$ cat src/rtl/gate_codes_pkg.sv
// Shared constants for the two-input gate identification blocks.
//   - CODE_*   : 4-bit gate classification codes (CODE_UNKNOWN for unmatched tables)
//   - St*      : state encodings for the identifier FSM
package gate_codes_pkg;

  localparam logic [3:0] CODE_CONST0  = 4'd0;
  localparam logic [3:0] CODE_AND     = 4'd1;
  localparam logic [3:0] CODE_OR      = 4'd2;
  localparam logic [3:0] CODE_NAND    = 4'd3;
  localparam logic [3:0] CODE_NOR     = 4'd4;
  localparam logic [3:0] CODE_XOR     = 4'd5;
  localparam logic [3:0] CODE_XNOR    = 4'd6;
  localparam logic [3:0] CODE_BUF_A   = 4'd7;
  localparam logic [3:0] CODE_BUF_B   = 4'd8;
  localparam logic [3:0] CODE_NOT_A   = 4'd9;
  localparam logic [3:0] CODE_NOT_B   = 4'd10;
  localparam logic [3:0] CODE_CONST1  = 4'd11;
  localparam logic [3:0] CODE_UNKNOWN = 4'hF;

  localparam logic [1:0] StIdle     = 2'd0;
  localparam logic [1:0] StDrive    = 2'd1;
  localparam logic [1:0] StClassify = 2'd2;

endpackage

$ cat src/rtl/gate_tt_classifier.sv
// Combinational classifier: maps a 2-input truth table to a gate code.
//   tt   : truth table, bit index {a,b} (a is MSB)
//   code : matching gate code, CODE_UNKNOWN when no gate matches
module gate_tt_classifier
  import gate_codes_pkg::*;
(
  input  logic [3:0] tt,
  output logic [3:0] code
);

  always_comb begin
    code = CODE_UNKNOWN;
    case (tt)
      4'b0000: code = CODE_CONST0;
      4'b1000: code = CODE_AND;
      4'b1110: code = CODE_OR;
      4'b0111: code = CODE_NAND;
      4'b0001: code = CODE_NOR;
      4'b0110: code = CODE_XOR;
      4'b1001: code = CODE_XNOR;
      4'b1100: code = CODE_BUF_A;
      4'b1010: code = CODE_BUF_B;
      4'b0011: code = CODE_NOT_A;
      4'b0101: code = CODE_NOT_B;
      4'b1111: code = CODE_CONST1;
      default: code = CODE_UNKNOWN;
    endcase
  end

endmodule

$ cat src/rtl/gate_function_identifier.sv
// Drives a 2-input combinational device with a,b = 00,01,10,11, samples its output
// once per vector and classifies the captured truth table.
//   clk, rst          : clock, synchronous active-high reset
//   start             : begin identification (accepted only when idle)
//   dut_out           : output of the device under test
//   probe_a, probe_b  : registered drive to the device inputs
//   busy              : sweep in progress
//   done              : one-cycle pulse, truth_table/gate_code valid
//   truth_table       : captured table, bit index {a,b}
//   gate_code         : classification of truth_table
module gate_function_identifier
  import gate_codes_pkg::*;
#(
  parameter int unsigned SETTLE_CYCLES = 2
) (
  input  logic       clk,
  input  logic       rst,
  input  logic       start,
  input  logic       dut_out,
  output logic       probe_a,
  output logic       probe_b,
  output logic       busy,
  output logic       done,
  output logic [3:0] truth_table,
  output logic [3:0] gate_code
);

  localparam int unsigned CntW = (SETTLE_CYCLES > 1) ? $clog2(SETTLE_CYCLES) : 1;
  localparam logic [CntW-1:0] CntLast = CntW'(SETTLE_CYCLES - 1);

  logic [1:0]      state_q, state_d;
  logic [1:0]      vec_q, vec_d;
  logic [CntW-1:0] cnt_q, cnt_d;
  logic [1:0]      probe_q, probe_d;
  logic [3:0]      shadow_q, shadow_d;
  logic [3:0]      tt_q, tt_d;
  logic [3:0]      code_q, code_d;
  logic            busy_q, busy_d;
  logic            done_q, done_d;
  logic [3:0]      classified;

  gate_tt_classifier u_classifier (
    .tt   (shadow_q),
    .code (classified)
  );

  always_comb begin
    state_d  = state_q;
    vec_d    = vec_q;
    cnt_d    = cnt_q;
    probe_d  = probe_q;
    shadow_d = shadow_q;
    tt_d     = tt_q;
    code_d   = code_q;
    busy_d   = busy_q;
    done_d   = 1'b0;
    case (state_q)
      StIdle: begin
        probe_d = 2'b00;
        if (start) begin
          state_d = StDrive;
          vec_d   = 2'd0;
          cnt_d   = '0;
          busy_d  = 1'b1;
        end
      end
      StDrive: begin
        if (cnt_q == CntLast) begin
          // Last edge of this vector: capture and move the probes on the same edge.
          shadow_d[vec_q] = dut_out;
          cnt_d           = '0;
          if (vec_q == 2'd3) begin
            state_d = StClassify;
            busy_d  = 1'b0;
            probe_d = 2'b00;
          end else begin
            vec_d   = vec_q + 2'd1;
            probe_d = vec_q + 2'd1;
          end
        end else begin
          cnt_d = cnt_q + 1'b1;
        end
      end
      StClassify: begin
        tt_d    = shadow_q;
        code_d  = classified;
        done_d  = 1'b1;
        probe_d = 2'b00;
        state_d = StIdle;
      end
      default: begin
        state_d = StIdle;
        probe_d = 2'b00;
        busy_d  = 1'b0;
      end
    endcase
  end

  always_ff @(posedge clk) begin
    if (rst) begin
      state_q  <= StIdle;
      vec_q    <= 2'd0;
      cnt_q    <= '0;
      probe_q  <= 2'b00;
      shadow_q <= 4'b0000;
      tt_q     <= 4'b0000;
      code_q   <= CODE_UNKNOWN;
      busy_q   <= 1'b0;
      done_q   <= 1'b0;
    end else begin
      state_q  <= state_d;
      vec_q    <= vec_d;
      cnt_q    <= cnt_d;
      probe_q  <= probe_d;
      shadow_q <= shadow_d;
      tt_q     <= tt_d;
      code_q   <= code_d;
      busy_q   <= busy_d;
      done_q   <= done_d;
    end
  end

  assign probe_a     = probe_q[1];
  assign probe_b     = probe_q[0];
  assign busy        = busy_q;
  assign done        = done_q;
  assign truth_table = tt_q;
  assign gate_code   = code_q;

endmodule

$ cat config.mk
export PLATFORM = sky130hd
export DESIGN_NAME = gate_function_identifier
export DESIGN_NICKNAME = d
export VERILOG_FILES = /design/src/rtl/gate_codes_pkg.sv /design/src/rtl/gate_tt_classifier.sv /design/src/rtl/gate_function_identifier.sv
export SDC_FILE = /design/constraint.sdc
export NUM_CORES = 1
export LEC_CHECK = 0
export BUFFER_PORTS_ARGS = -buffer_cell sky130_fd_sc_hd__buf_4
export CORE_MARGIN = 5
export CORE_UTILIZATION = 45
export DETAILED_ROUTE_END_ITERATION = 8
export PLACE_DENSITY_LB_ADDON = 0.15
export SYNTH_ARGS = -nofsm -noshare
export SYNTH_HDL_FRONTEND = slang
export SYNTH_SLANG_ARGS = --single-unit
$ cat constraint.sdc
create_clock -name clk -period 1.6 [get_ports clk]
set_input_delay 0 -clock clk [delete_from_list [all_inputs] [get_ports clk]]
set_output_delay 0 -clock clk [all_outputs]
set_load 0.02 [all_outputs]
# Word level (Yosys, flattened, before mapping)
# Memories as Yosys holds them, arrays and structs flattened. A register that Yosys moved wholly into a read port is not among the register bits.
# Cells that the tools add are included.
[classes] n_addsub=2 n_lt_le_gt_ge=2 eq_ne=7 mux=20 bitwise_logic=2 n_reduce_logical=9
[ops] operator="2-to-1 mux 2 bit" n=7
[ops] operator="!= test 2 bit, second input constant" n=4
[ops] operator="case mux 2 bit (2 select lines)" n=2
[ops] operator="AND reduction 4 bit" n=2
[ops] operator="2-to-1 mux 1 bit" n=7
[ops] operator="bitwise mux 4 bit" n=1
[ops] operator="== test 2 bit, second input constant" n=2
[ops] operator="AND reduction 2 bit" n=2
[ops] operator="< comparator 2 x 3 -> 1 bit, second input constant" n=1
[ops] operator="case mux 1 bit (3 select lines)" n=1
[ops] operator="AND reduction 3 bit" n=1
[ops] operator="adder 2 x 1 -> 2 bit, second input constant" n=1
[ops] operator="demux 1 bit (select 2 bit)" n=1
[ops] operator="== test 2 x 1 -> 1 bit, second input constant" n=1
[ops] operator=">= comparator 2 x 1 -> 1 bit, second input constant" n=1
[ops] operator="logical NOT 2 bit" n=1
[ops] operator="inverter 1 bit" n=2
[ops] operator="case mux 1 bit (2 select lines)" n=1
[ops] operator="nonzero test 2 bit" n=1
[ops] operator="OR reduction 2 bit" n=1
[ops] operator="adder 1 bit, second input constant" n=1
[ops] operator="logical AND 1 bit" n=1
[word_totals] register_bits=17 mem_bits_ro=64 input_bits=4 out_inout_bits=12 wordCells=51 memories=1
[mem_list] memory="(no name shown)" words=16 word_bits=4 rd=1 rd_clocked_by_memory_dff=1 wr=0 line="gate_tt_classifier.sv:13" source="case (tt)"

# Depth between registers and ports, before layout
# Gate-level depths: netlist of run 1.
[depth] depth_word=5 depth_mapped=5 ltp_nobuf=5

# Modules after synthesis
# From an unflattened synthesis of run 1, not the netlist that was laid out.
[hier_totals] hier_cells=124 area_unflattened_um2=1109.8
[by_module_without_submodules] module="gate_function_identifier" instances=1 cells_per_inst=101 area_per_inst_um2=954.7 seq_area_each_um2=420.4
[by_module_without_submodules] module="gate_tt_classifier" instances=1 cells_per_inst=23 area_per_inst_um2=155.1 seq_area_each_um2=0.0

# Worst setup path before layout of run 1
# No wires, ideal clock.
[synth_timing] path_kind="reg2reg" from="register vec_q[0]" to="register vec_q[0]" setup_time_ns=0.123 t_arrival_ns=1.227 required_time_ns=1.477 setup_slack_ns=0.249 stages_incl_launch_ff=5 n_path_buf=0 synth_period_minus_slack_ns=1.351 path_cell_list="dfxtp_1 -> ha_1 -> and4bb_1 -> a21oi_2 -> mux2_1"
[synth_via] elab_chain_len=4 word_cells_on_any_way=7 cone_classes="add/sub: 1; eq/ne: 2; mux: 3; reduce/logical: 1"
[synth_rtl] item="start: declaration" line="gate_function_identifier.sv:32" source="logic [1:0] vec_q, vec_d;"
[synth_rtl] item="start signal: assignment" line="gate_function_identifier.sv:112" source="vec_q <= vec_d;"
[synth_rtl] item="adder 2 x 1 -> 2 bit" line="gate_function_identifier.sv:77" source="vec_d = vec_q + 2'd1;"
[synth_rtl] item="2-to-1 mux 2 bit" line="gate_function_identifier.sv:72" source="if (vec_q == 2'd3) begin"
[synth_rtl] item="2-to-1 mux 2 bit" line="gate_function_identifier.sv:68" source="if (cnt_q == CntLast) begin"
[synth_rtl] item="case mux 2 bit (2 select lines)" line="gate_function_identifier.sv:57" source="case (state_q)"
# Several ways; a longest one is shown, not always the timed one. The select of a mux whose other input is x is not followed.
# A chain may end at the register's enable or synchronous reset.

# Worst setup path in the final report of run 1
# Ends and elaborated chain as after synthesis.

==> impl_results.md, run 1 <==
- Routed WL: 2011 um
- Drt wl/cell: 12.49 um
- Hold path depth: 2
- Congestion Overflow GR: 0
- Port buffer count: 15
- Most common cell in the netlist: dfxtp_1
- Post-synth top cells: dfxtp_1, nor2_1, nand2_1
- Data required, critical path: 1.80 ns
- Drt via density: 5.267
- Critical Path, Cell by Cell: ha_1, and4bb_1, a21oi_2, mux2_1
- DR vias: 848
- Die Wd: 59.13 um
- Global-route usage over all layers: 13.05%
- TritonCTS clock tree: done
- Peak Freq: 0.6843 GHz
- Setup bufs post-CTS: 0
- Skew final: 0.002813 ns
- Hold path startpoint: rst
- Synth warnings: 0
- Mapped Avg Cell Area: 9.282 um2
- Top cells by area, synth: dfxtp_1, ha_1, mux2i_1
- Reg2Reg Setup Slack: 0.14 ns
- Final setup TNS: 0 ns
- Initial DRC count: 12
- Fin area: 0.001246 mm2
- First-pass GRT wire length: 3553 um
- Worst vdd rail ir drop: 0.4371 mV
- Initial antenna violation count: 0
- Largest area contributor in the netlist: dfxtp_1
- # fillers: 225
- CP delay by family, top: flip-flops
- Comb power frac: 9.4%
- Worst reg2reg path depth: 4
- Cell Rows: 17
- Ys async rst share: 0%
- CTS Sinks: 21
- Boundary Pins: 16
- EDFF count, synth: 0
- Worst-path clk slew: 0.11 ns
- Fin. Hold Viols: 0
- CTS Hold Bufs: 1
- Yosys cell types: 33
- Status: finished clean
- GPL Wtd Cong: 0.7409
- Layout cells sized above 1: 23.31%
- Switching pwr: 211.2 uW
- Synth Net Count: 129
- #FFs+latches synth: 21
- CP endpoint kind: flop
- Crit path launch type: flop
- Tmin final: 1.461 ns
- Final HPWL DP: 1511 um
- Residual DRC: 0
- Largest net degree at the start of global routing: 23
- Netlist Area Pre-Place: 0.001086 mm2
- Worst Max-Slew Pin Slew: 0.3691 ns
- Pre-CTS setup slack: 0.1380 ns
- WP buf/inv: 0
- Max-slew violation count: 0
- Post-synthesis sequential area ratio: 38.71%
- CP max-delay cell: dfxtp_1
- Main synth FF type: dfxtp_1
- Leakage: 0.5228 nW
- Placed Area: 0.001209 mm2
- RSZ-0062 raised after global routing: false
- Arrival @ worst endpoint: 1.66 ns
- Final Cycle Share: 91.34%
- Die ar.: 0.003496 mm2
- Clock latency at the later pin of the worst-skew pair: 0.30 ns
- Class of the worst hold path: input port to flop
- Final worst slack: 0.1386 ns
- Area Overhead vs Synth: 14.75%
- Sequential Power Share: 61.8%
- PostCTS Resize Cnt: 0
- Post-DRT Antenna Nets: 0
- H-Tree Depth: 1
- Clock power frac: 28.8%
- Total iterations of the first detailed-routing run: 4
- Top cell type's share of synthesized area: 38.71%
- Final nets: 146
- Worst Hold End: truth_table[1]
- Crit Reg-Reg Startpoint: vec_q[0]
- Height of the die: 59.13 um
- Worst Setup Path Type: flop to flop
- Power per cell area: 700.6 mW/mm2
- Worst flop-to-flop path endpoint: vec_q[0]
- Core area: 0.002255 mm2
- Largest stage delay, worst path: 0.46 ns
- Ant. Diodes: 0
- CTS root buffer: clkbuf_4
- Net Sw Frac: 24.19%
- Final setup viols: 0
- Highest net fanout along the worst path: 6
- Cell-internal power: 661.9 uW
- Cell count after synthesis: 117
- CTS Buffer Depth: 2
- Max_slew headroom: 75.34%
- Starting Density: 48.17%
- Max cap viols: 0
- CTS Buf Count: 3
- Vias in the first global route: 845
[flip-flops by register name, summed over array words and instances (netlist names)]
signal,flops
gate_code,4
shadow_q,4
truth_table,4
probe_q,2
state_q,2
vec_q,2
busy,1
cnt_q,1
done,1
[placed cells by master (no fill, tap or decap), drive strengths merged, types with 2 or more instances in the layout]
cell / Yosys / layout
dfxtp: 21 / 21
buf: 8 / 19
nor2: 17 / 17
nand2: 10 / 10
a21oi: 9 / 9
mux2i: 8 / 8
ha: 8 / 8
inv: 6 / 6
nand4b: 4 / 4
nor3: 3 / 3
clkbuf: 0 / 3
nor2b: 2 / 2
o21bai: 2 / 2
nor3b: 2 / 2
mux2: 2 / 2
a211oi: 2 / 2
[area by class of cell]
| type | instances | area [um2] | share of cell area (%) |
|---|---|---|---|
| Clock inverter | 1 | 5.005 | 0.4016 |
| Timing Repair Buffer | 20 | 152.6 | 12.25 |
| Multi-Input combinational cell | 82 | 588.1 | 47.19 |
| Inverter | 6 | 22.52 | 1.807 |
| Tap cell | 28 | 35.03 | 2.811 |
| Clock buffer | 3 | 22.52 | 1.807 |
| Sequential cell | 21 | 420.4 | 33.73 |
[kinds of logic after synthesis]
logic type,synth area share [%]
multiplexers,9.447
flip-flops,38.71
AND/OR/NAND/NOR,22.58
AO/OA/AOI/OAI,12.90
buffers and inverters,7.142
adder cells (fa/ha/maj),9.217
[metrics by stage]
stage | hold slack, ns | util, % | instances | total power, mW
floorplan | 0.1439 | - | 117 | 0.6092
global placement | 0.2599 | 53.61 | 156 | 0.6311
detailed placement | 0.2720 | 53.61 | 156 | 0.6325
CTS | 0.01879 | 55.27 | 161 | 0.8896
global route | 0.01832 | 55.27 | 161 | 0.9287
finish | 0.02392 | 55.27 | 161 | 0.8731
[metal layers]
layer,global-route usage (%),vias to the layer above,wire length (um)
met5,0,-,0
li1,-,434,-
met2,22.71,14,942
met4,4.854,0,17
met1,15.56,398,938
met3,2.832,2,112
[worst max path at each step]
| stage | slack (ns) | cells after the start | start | to |
|---|---|---|---|---|
| floorplan | 0.25 | 4 | vec_q[0] | vec_q[0] |
| global route | 0.01 | 3 | state_q[1] | gate_code[0] |
| detailed placement | 0.14 | 4 | vec_q[0] | vec_q[1] |
| global placement | 0.20 | 4 | vec_q[0] | vec_q[1] |
| finish | 0.14 | 4 | vec_q[0] | vec_q[0] |
| CTS | 0.12 | 4 | vec_q[0] | vec_q[1] |
[power groups by stage]
stage / combinational, mW / sequential (mW) / clock [mW]
after floorplan: 0.0548 / 0.554 / 0
after global placement: 0.0799 / 0.551 / 0
after detailed placement: 0.0807 / 0.552 / 0
after CTS: 0.0832 / 0.540 / 0.266
after global routing: 0.0927 / 0.542 / 0.294
final: 0.0817 / 0.540 / 0.252
(Power assumes the default switching activity.)
==> run 2: changes to the inputs <==
--- a/config.mk
+++ b/config.mk
@@ -9,7 +9,7 @@
 export CORE_MARGIN = 5
 export CORE_UTILIZATION = 45
 export DETAILED_ROUTE_END_ITERATION = 8
-export PLACE_DENSITY_LB_ADDON = 0.15
+export PLACE_DENSITY_LB_ADDON = 0.12
 export SYNTH_ARGS = -nofsm -noshare
 export SYNTH_HDL_FRONTEND = slang
 export SYNTH_SLANG_ARGS = --single-unit
==> constraint.sdc (replaced) <==
create_clock -name clk -period 1.6 [get_ports clk]
set_input_delay 0.08 -clock clk [delete_from_list [all_inputs] [get_ports clk]]
set_output_delay 0.08 -clock clk [all_outputs]
set_load 0.02 [all_outputs]
==> impl_results.md, run 2 (synthesis results as in run 1) <==
- Status: finished clean
- Core area: 0.002255 mm2 (unchanged)
- Layout cells sized above 1: 23.48% (+0.18 points)
- CTS Sinks: 21 (unchanged)
- Commonest non-fill, non-tap cell in the layout: dfxtp_1
- CP max-delay cell: dfxtp_1
- Critical Path, Cell by Cell: nand2b_1, nor3b_1, a221oi_2
- Final HPWL DP: 1475 um (-2.4%)
- Leakage: 0.5186 nW (-0.80%)
- Vias in the first global route: 723 (-14%)
- Max cap viols: 0 (unchanged)
- Final worst slack: 0.1233 ns (-0.01523 ns)
- Worst vdd rail ir drop: 0.5970 mV (+37%)
- Drt wl/cell: 12.04 um (-3.6%)
- Final Cycle Share: 92.29% (+0.95 points)
- Port buffer count: 15 (unchanged)
- Die Wd: 59.13 um (unchanged)
- Die ar.: 0.003496 mm2 (unchanged)
- Ant. Diodes: 0 (unchanged)
- Clock latency at the later pin of the worst-skew pair: 0.31 ns (about the same)
- Fin area: 0.001236 mm2 (-0.80%)
- Congestion Overflow GR: 0 (unchanged)
- Class of the worst hold path: input port to flop
- Cells after DPL: 156 (unchanged)
- CP endpoint kind: flop
- Largest stage delay, worst path: 0.56 ns (+0.10 ns)
- Post-DRT Antenna Nets: 0 (unchanged)
- Power per cell area: 705.0 mW/mm2 (+0.62%)
- H-Tree Depth: 1 (unchanged)
- Total iterations of the first detailed-routing run: 4 (unchanged)
- Skew final: 0.005947 ns (+0.003134 ns)
- Worst-path clk slew: 0.11 ns (about the same)
- Initial antenna violation count: 0 (unchanged)
- Fin. Hold Viols: 0 (unchanged)
- Starting Density: 48.17% (unchanged)
- Data required, critical path: 1.79 ns (about the same)
- Peak Freq: 0.6772 GHz (-1.0%)
- Max-slew violation count: 0 (unchanged)
- CTS Buf Count: 3 (unchanged)
- Setup bufs post-CTS: 0 (unchanged)
- Pre-CTS setup slack: 0.1319 ns (-0.006126 ns)
- Highest net fanout along the worst path: 13 (+7)
- Max_slew headroom: 72.23% (-3.1 points)
- First-pass GRT wire length: 3263 um (-8.2%)
- CTS root buffer: clkbuf_4
- DR vias: 818 (-3.5%)
- Core Util, Final: 54.83% (-0.44 points)
- Drt via density: 5.113 (-2.9%)
- Crit path launch type: flop
- RSZ-0062 raised after global routing: false
- CTS Hold Bufs: 0 (-1)
- Residual DRC: 0 (unchanged)
- GPL Wtd Cong: 0.8478 (+14%)
- Global-route usage over all layers: 12.03% (-1.0 points)
- Boundary Pins: 16 (unchanged)
- CTS Buffer Depth: 2 (unchanged)
- Worst Setup Path Type: flop to flop
- Tmin final: 1.477 ns (+0.01523 ns)
- Arrival @ worst endpoint: 1.66 ns (about the same)
- Height of the die: 59.13 um (unchanged)
- Most frequent cells in the layout: dfxtp_1, buf_4, nor2_1
- Final setup TNS: 0 ns (unchanged)
- Final Hold Slack: 0.03323 ns (+0.009314 ns)
- Final std cells w/o fill: 160 (-0.62%)
- TritonCTS clock tree: done
- Area Overhead vs Synth: 13.83%
- Cell Rows: 17 (unchanged)
- PostCTS Resize Cnt: 0 (unchanged)
- Final nets: 145 (-0.68%)
- Pwr Total: 871.5 uW (-0.19%)
- Largest net degree at the start of global routing: 23 (unchanged)
- Final setup viols: 0 (unchanged)
- Routed WL: 1927 um (-4.2%)
- Placed Area: 0.001209 mm2 (unchanged)
- Initial DRC count: 17 (+5)
- Worst Max-Slew Pin Slew: 0.4157 ns (+0.04652 ns)
run 2: cell count changes in the layout (fill, tap and decap cells not counted):
cell	change
dlygate4sd3_1	-1
run 2: report_power, final:
group / total, mW / switching (mW) / internal (mW) / leakage (nW)
Clock: 0.251 / 0.158 / 0.0934 / 0.0177
Sequential: 0.542 / 0.0105 / 0.532 / 0.170
Combinational: 0.0783 / 0.0423 / 0.0360 / 0.331
run 2: final cells by class:
cell class / instances / area [um2]
Clock buffer: 3 / 22.52
Clock inverter: 1 / 5.005
Fill cell: 219 / 1018
Inverter: 6 / 22.52
Multi-Input combinational cell: 82 / 588.1
Sequential cell: 21 / 420.4
Tap cell: 28 / 35.03
Timing Repair Buffer: 19 / 142.6
run 2: worst paths after layout:
check / start / end / slack, ns / depth (start not counted)
max: state_q[1] / gate_code[0] / 0.12 / 3
min: dut_out / shadow_q[3] / 0.03 / 3
max reg2reg: state_q[1] / gate_code[0] / 0.12 / 3
min reg2reg: truth_table[0] / truth_table[0] / 0.46 / 2
run 2: layer usage:
metal	up-vias	GRT usage, %	wire length, um
met5	-	0	0
met4	0	2.913	9
met3	2	4.139	110
met2	15	18.61	870
met1	371	16.01	937
li1	430	-	-
run 2: worst max-delay path, delay by kind of cell, from the launching register on:
family | cells | cell delay, ns
AO/OA/AOI/OAI | 1 | 0.13
flip-flops | 1 | 0.56
AND/OR/NAND/NOR | 2 | 0.66
==> run 3: changes to the inputs <==
--- a/config.mk
+++ b/config.mk
@@ -7,7 +7,8 @@
 export LEC_CHECK = 0
 export BUFFER_PORTS_ARGS = -buffer_cell sky130_fd_sc_hd__buf_4
 export CORE_MARGIN = 5
-export CORE_UTILIZATION = 45
+export CORE_UTILIZATION = 50
+export CTS_CLUSTER_DIAMETER = 150
 export DETAILED_ROUTE_END_ITERATION = 8
 export PLACE_DENSITY_LB_ADDON = 0.12
 export SYNTH_ARGS = -nofsm -noshare
==> impl_results.md, run 3 (synthesis results as in run 1) <==
- Status: finished clean
- Initial antenna violation count: 0 (unchanged)
- Met2 Routed Length: 990 um (+14%)
- Setup crit end: vec_q[0]
- Total iterations of the first detailed-routing run: 4 (unchanged)
- H-Tree Depth: 1 (unchanged)
- Die ar.: 0.003204 mm2 (-8.3%)
- Max_slew headroom: 72.74% (+0.51 points)
- Most frequent cells in the layout: dfxtp_1, buf_4, nor2_1
- Worst-path clk slew: 0.12 ns (about the same)
- Worst Max-Slew Pin Slew: 0.4080 ns (-0.007617 ns)
- Clock latency at the later pin of the worst-skew pair: 0.31 ns (about the same)
- Max-slew violation count: 0 (unchanged)
- Setup bufs post-CTS: 0 (unchanged)
- Worst flop-to-flop path endpoint: vec_q[0]
- Core Util, Final: 61.08% (+6.2 points)
- Layout cells sized above 1: 23.48% (unchanged)
- Routed WL: 2033 um (+5.5%)
- CTS Hold Bufs: 0 (unchanged)
- CP endpoint kind: flop
- CP startpoint: vec_q[0]
- Global-route usage over all layers: 13.13% (+1.1 points)
- Cell Rows: 16 (-1)
- Final setup TNS: 0 ns (unchanged)
- Residual DRC: 0 (unchanged)
- Fin. Hold Viols: 0 (unchanged)
- Peak Freq: 0.6678 GHz (-1.4%)
- Skew final: 0.001741 ns (-0.004207 ns)
- Crit path launch type: flop
- GPL Wtd Cong: 0.8155 (-3.8%)
- TritonCTS clock tree: done
- Crit Reg-Reg Startpoint: vec_q[0]
- Class of the worst hold path: input port to flop
- Boundary Pins: 16 (unchanged)
- Highest net fanout along the worst path: 6 (-7)
- Height of the die: 56.61 um (-4.3%)
- Starting Density: 53.71% (+5.5 points)
- Congestion Overflow GR: 0 (unchanged)
- Power per cell area: 715.4 mW/mm2 (+1.5%)
- Area Overhead vs Synth: 13.71%
- Ant. Diodes: 0 (unchanged)
- RSZ-0062 raised after global routing: false
- Top sig layer: met4
- # fillers: 189 (-14%)
- Arrival @ worst endpoint: 1.71 ns (+0.05 ns)
- Die Wd: 56.61 um (-4.3%)
- Final HPWL DP: 1548 um (+5.0%)
- Tmin final: 1.497 ns (+0.02079 ns)
- WL met3: 111 um (+0.91%)
- Final setup viols: 0 (unchanged)
- CTS Buf Count: 3 (unchanged)
- Final nets: 145 (unchanged)
- CTS root buffer: clkbuf_4
- Worst reg2reg path depth: 4 (+1)
- Reg2Reg Setup Slack: 0.10 ns (-0.02 ns)
- CTS Sinks: 21 (unchanged)
- PostCTS Resize Cnt: 0 (unchanged)
- Initial DRC count: 9 (-8)
- First-pass GRT wire length: 3387 um (+3.8%)
- Drt via density: 5.421 (+6.0%)
- Drt wl/cell: 12.79 um (+6.2%)
- DR vias: 862 (+5.4%)
- Core area: 0.002022 mm2 (-10%)
- Commonest non-fill, non-tap cell in the layout: dfxtp_1
- Wire length on met1: 899 um (-4.1%)
- Post-DRT Antenna Nets: 0 (unchanged)
- Vias in the first global route: 835 (+15%)
- Leakage: 0.5186 nW (unchanged)
- Largest net degree at the start of global routing: 23 (unchanged)
- Worst Setup Path Type: flop to flop
- Max cap viols: 0 (unchanged)
- CTS Buffer Depth: 2 (unchanged)
- Worst vdd rail ir drop: 0.4883 mV (-18%)
- Data required, critical path: 1.81 ns (+0.02 ns)
- Port buffer count: 15 (unchanged)
- Final Cycle Share: 93.59% (+1.3 points)
[run 3: how the worst min path moves through the flow]
stage               cells after the start  startpoint          end  slack (ns)
finish                                  3     dut_out  shadow_q[0]        0.03
CTS                                     3     dut_out  shadow_q[0]        0.02
global route                            3     dut_out  shadow_q[0]        0.03
global placement                        3     dut_out  shadow_q[1]        0.34
detailed placement                      3     dut_out  shadow_q[0]        0.36
floorplan                               2     dut_out  shadow_q[0]        0.22
[run 3: critical path, stage by stage (launching register included)]
cell and delay [ns]:
dfxtp_1 0.46, ha_1 0.21, and4bb_1 0.22, a21oi_2 0.16, mux2_1 0.34
[run 3: through the flow]
step	worst slack [ns]	hold slack [ns]	instances	area [um2]	total power, mW
3_3_place_gp	0.2081	0.3446	155	1207	0.6316
2_1_floorplan	0.2493	0.2239	117	1086	0.6092
5_1_grt	0.03128	0.02798	159	1235	0.9173
3_5_place_dp	0.1248	0.3557	155	1207	0.6337
4_1_cts	0.1082	0.02284	159	1235	0.8935
6_report	0.1025	0.02588	159	1235	0.8835
[run 3: area by class of cell]
class                           instances  area, um2  share of cell area, %
Multi-Input combinational cell         82      588.1                  47.62
Tap cell                               27      33.78                  2.736
Timing Repair Buffer                   19      142.6                  11.55
Clock buffer                            3      22.52                  1.824
Sequential cell                        21      420.4                  34.04
Clock inverter                          1      5.005                 0.4053
Inverter                                6      22.52                  1.824
[run 3: routing by layer]
layer	up-vias	track usage [%]
li1	431	-
met4	0	8.136
met5	-	0
met1	399	14.50
met3	5	4.358
met2	27	21.45
[run 3: where the power goes]
group / total [mW] / switching (mW) / internal [mW]
Clock: 0.262 / 0.168 / 0.0936
Sequential: 0.542 / 0.00997 / 0.532
Combinational: 0.0800 / 0.0436 / 0.0364
Total: 0.884 / 0.222 / 0.662
